--- config.mk ---
export PLATFORM = sky130hd
export DESIGN_NAME = rst_table
export DESIGN_NICKNAME = d
export VERILOG_FILES = /design/src/rtl/rst_table.sv
export SDC_FILE = /design/constraint.sdc
export NUM_CORES = 1
export LEC_CHECK = 0
export ABC_AREA = 1
export BUFFER_PORTS_ARGS = -buffer_cell sky130_fd_sc_hd__clkbuf_2
export CELL_PAD_IN_SITES_DETAIL_PLACEMENT = 0
export CELL_PAD_IN_SITES_GLOBAL_PLACEMENT = 2
export CORE_MARGIN = 4
export CORE_UTILIZATION = 35
export CTS_BUF_LIST = sky130_fd_sc_hd__clkbuf_8
export DETAILED_ROUTE_END_ITERATION = 10
export PLACE_DENSITY = 0.95
export SLEW_MARGIN = 40
export SYNTH_ARGS = -nofsm -noshare
export SYNTH_HDL_FRONTEND = slang
export SYNTH_SLANG_ARGS = --single-unit
--- constraint.sdc ---
create_clock -name clock -period 1.3 [get_ports clock]
set_input_delay 0.13 -clock clock [delete_from_list [all_inputs] [get_ports clock]]
set_output_delay 0.13 -clock clock [all_outputs]
set_load 0.05 [all_outputs]
--- src/rtl/rst_table.sv ---
// Register status table: per architectural register, a pending flag and the ROB tag of its producer.
// Reads are combinational from state; dispatch writes, ROB commits and flush masks update on the clock edge.
module rst_table (
  input  logic        clock,
  input  logic        reset,
  input  logic [4:0]  Rsaddr_rst,
  output logic [4:0]  Rstag_rst,
  output logic        Rsvalid_rst,
  input  logic [4:0]  Rtaddr_rst,
  output logic [4:0]  Rttag_rst,
  output logic        Rtvalid_rst,
  input  logic [4:0]  RB_tag_rst,
  input  logic        RB_valid_rst,
  input  logic [4:0]  Wdata_rst,
  input  logic [4:0]  Waddr_rst,
  input  logic        Wen_rst,
  input  logic [31:0] Wen0_rst,
  output logic        Wen1_rst
);

  logic [31:0]      valid_q, valid_d;
  logic [31:0][4:0] tag_q, tag_d;
  logic             wen1_q, wen1_d;

  // Per entry: flush beats dispatch write, which beats commit clear.
  // A flushed entry keeps its old tag even if a write targeted it.
  always_comb begin
    valid_d = valid_q;
    tag_d   = tag_q;
    for (int i = 1; i < 32; i++) begin
      if (RB_valid_rst && valid_q[i] && (tag_q[i] == RB_tag_rst))
        valid_d[i] = 1'b0;
      if (Wen_rst && (Waddr_rst == 5'(i))) begin
        valid_d[i] = 1'b1;
        tag_d[i]   = Wdata_rst;
      end
      if (Wen0_rst[i]) begin
        valid_d[i] = 1'b0;
        tag_d[i]   = tag_q[i];
      end
    end
    valid_d[0] = 1'b0;
    tag_d[0]   = 5'd0;
  end

  assign wen1_d = Wen_rst && (Waddr_rst != 5'd0) && !Wen0_rst[Waddr_rst];

  always_ff @(posedge clock) begin
    if (reset) begin
      valid_q <= '0;
      tag_q   <= '0;
      wen1_q  <= 1'b0;
    end else begin
      valid_q <= valid_d;
      tag_q   <= tag_d;
      wen1_q  <= wen1_d;
    end
  end

  assign Rsvalid_rst = (Rsaddr_rst != 5'd0) && valid_q[Rsaddr_rst];
  assign Rstag_rst   = (Rsaddr_rst != 5'd0) ? tag_q[Rsaddr_rst] : 5'd0;
  assign Rtvalid_rst = (Rtaddr_rst != 5'd0) && valid_q[Rtaddr_rst];
  assign Rttag_rst   = (Rtaddr_rst != 5'd0) ? tag_q[Rtaddr_rst] : 5'd0;
  assign Wen1_rst    = wen1_q;

endmodule

==> reports/qor.yml <==
status: "finished, violations left"
violations: "setup timing"
cp_max_fo: 3
crit_path_end_kind: "output pin"
syn_nets: 2107
setup_ws_ns: -0.631
drtAntennaViolNets: 0
htree_levels: 4
grt_usage_pct: 29.0
synthDistinctLibCells: 33
cp_common_cell: "nand2_2"
drcViolationCount: 0
antenna_found_initial: 0
finalHoldViolCount: 0
cp.required_ns: 1.17
finalClockSkew_ns: 0.0190
clock-sinks: 187
placed_area_um2: 16500
yosysMostFrequentCell: "nand2_1"
rows: 69
synth_commonest_cells: "nand2_1 (341), a21oi_1 (325), inv_1 (231)"
path_class: "register to output pin"
core_area_um2: 35600
root_buffer: "clkbuf_8"
cp_cell_sequence: "buf_6 > o211ai_1 > o211ai_1 > nand3_1 > nand2_2 > nand2_2 > nand2_2 > buf_8"
routed_wl_um: 58000
die-area_um2: 39200
final.setup.tns_ns: -7.05
die_w_um: 198
period_share_pct: 149
cts_buffers: 17
synthToLayoutAreaGrowth_pct: 41.4
synth_area_leaders: "dfxtp_1 (30%), a21oi_1 (13%), nand2_1 (10%)"
drive_above_1_share_pct: 32.3
synth_seq_cells: 187
hp-class: "primary input to register"
synth_top_area_share_pct: 29.6
drt_iter0_drc: 1514
relSlewSlack_pct: 67.8
drv_slew: 0
yosysTopAreaCell: "dfxtp_1"
synth_area_um2: 12600
multiInputGateArea_um2: 7810
min_period_ns: 1.93
grt_start_max_net_pins: 66
postSynthCellCount: 2046
drt_pass1_iterations: 9
path_clk_slew_ns: 0.11
drt-vias-per-instance: 5.53
cts_buffer_depth: 2
async_flop_share_pct: 0
n_antenna_cell: 0
nets: 2481
avgSynthCellArea_um2: 6.17
synth-edff-count: 0
clk-insertion-delay-late_ns: 0.50
ys_seq_area_share_pct: 29.6
final_util_pct: 50.2
crit_slowest_cell: "dfxtp_2"
synth_top_flop_cell: "dfxtp_1"
fill_cells: 3654
gp_congestion: 0.988
power_density_nw_per_um2: 795
tightest_slew_ns: 0.482
power_leakage_nw: 7.65
max_freq_mhz: 518
cts_tree: "done"
max_stage_delay_ns: 0.35
fin_area_um2: 17900
critPathLaunchType: "register"
arrival_ns: 1.80
globalRouteOverflowTotal: 0
drv_cap: 0
die_h_um: 198
rsz0062_at_grt: "yes"
ios: 74
grt_pass1_vias: 15100
start_util_pct: 35.5
ir_drop_mv: 0.694
portBuffers: 73
yosys_warnings: 0
setup_viol: 12
grt_pass1_wl_um: 87300
register_area_um2: 3840
num_vias: 16000
place_hpwl_um: 42500
routedWlPerCell_um: 20.1
[per-layer routing]
layer / part of all wire [%] / GRT usage, % / vias to the layer above
li1: - / - / 7648
met1: 42 / 38.0 / 7376
met2: 44 / 45.8 / 790
met3: 8.8 / 6.23 / 188
met4: 4.6 / 13.0 / 0
met5: 0 / 0 / -
[cells by family after synthesis]
group                  Yosys count  synth area share [%]
AO/OA/AOI/OAI                  727                  30.6
AND/OR/NAND/NOR                719                  25.6
buffers and inverters          380                  11.9
flip-flops                     187                  29.6
XOR/XNOR                        33                  2.29
[state kept, by name (all words and copies together), names as in the netlist]
name and count:
tag_q 155, valid_q 31, Wen1_rst 1
[layout by cell type, fill, tap and decap left out, types with 5 or more instances in the layout]
master,netlist,final
bufinv_16,0,6
dfxtp_1,187,114
buf_6,2,11
buf_12,1,46
a21oi_1,325,300
o211ai_1,56,56
nand2_2,18,51
o21ai_2,0,5
xnor2_1,11,11
inv_2,11,57
nor3_2,0,6
buf_8,0,5
nand4_1,23,23
xor2_1,22,22
nand2_1,341,299
dfxtp_2,0,72
nand3_1,129,110
nand2_4,9,18
o21ai_0,226,176
nor2_2,14,18
o21ai_1,55,100
nand3_2,2,21
inv_1,231,184
nor2_1,150,145
dlygate4sd3_1,0,25
a21oi_2,0,25
buf_4,1,343
clkbuf_8,0,17
o22ai_1,65,63
clkbuf_2,0,59
nor3_1,22,16
[power breakdown]
group | internal [mW] | switching, mW
Combinational | 1.32 | 2.16
Clock | 2.49 | 2.44
Sequential | 5.77 | 0.0351
Total | 9.58 | 4.63
[per-stage QoR]
stage,hold WS [ns],setup slack (ns),std cells,total power [mW]
after floorplan,0.199,-0.00603,2046,7.61
after global placement,0.404,-0.466,2829,9.10
after detailed placement,0.403,-0.506,2829,9.11
after CTS,0.00497,-0.637,2891,14.1
after global routing,0.0219,-0.724,2893,14.7
final,0.0179,-0.631,2893,14.2
[path summary, 6_finish.rpt]
check | slack (ns) | cells past startpoint | endpoint | start
max reg2reg | 0 | 7 | valid_q[30] | tag_q[154]
max | -0.63 | 8 | Rttag_rst[1] | tag_q[71]
min reg2reg | 0.48 | 2 | valid_q[21] | valid_q[21]
min | 0.02 | 5 | valid_q[8] | Wen0_rst[8]
[timing repair]
item,CTS,global route
pin swaps,70,74
setup endpoints to repair,14,23
hold buffers,25,0
setup buffers,6,3
gates resized for setup,172,119
endpoints found under the hold margin,29,0
[final cells by class]
type / instances / share of cell area [%]
Clock buffer: 17 / 1.31
Clock inverter: 14 / 1.35
Inverter: 245 / 5.18
Multi-Input combinational cell: 1479 / 43.7
Sequential cell: 187 / 21.5
Tap cell: 461 / 3.23
Timing Repair Buffer: 490 / 23.8
[critical path, delay by kind of cell, from the launching register on]
family                 cells  cell delay [ns]
DFF                        1             0.35
buffers and inverters      2             0.26
AOI/OAI and AO/OA          2             0.39
and+or+nand+nor            4             0.29
No activity file was read; power rests on OpenSTA's default activity.
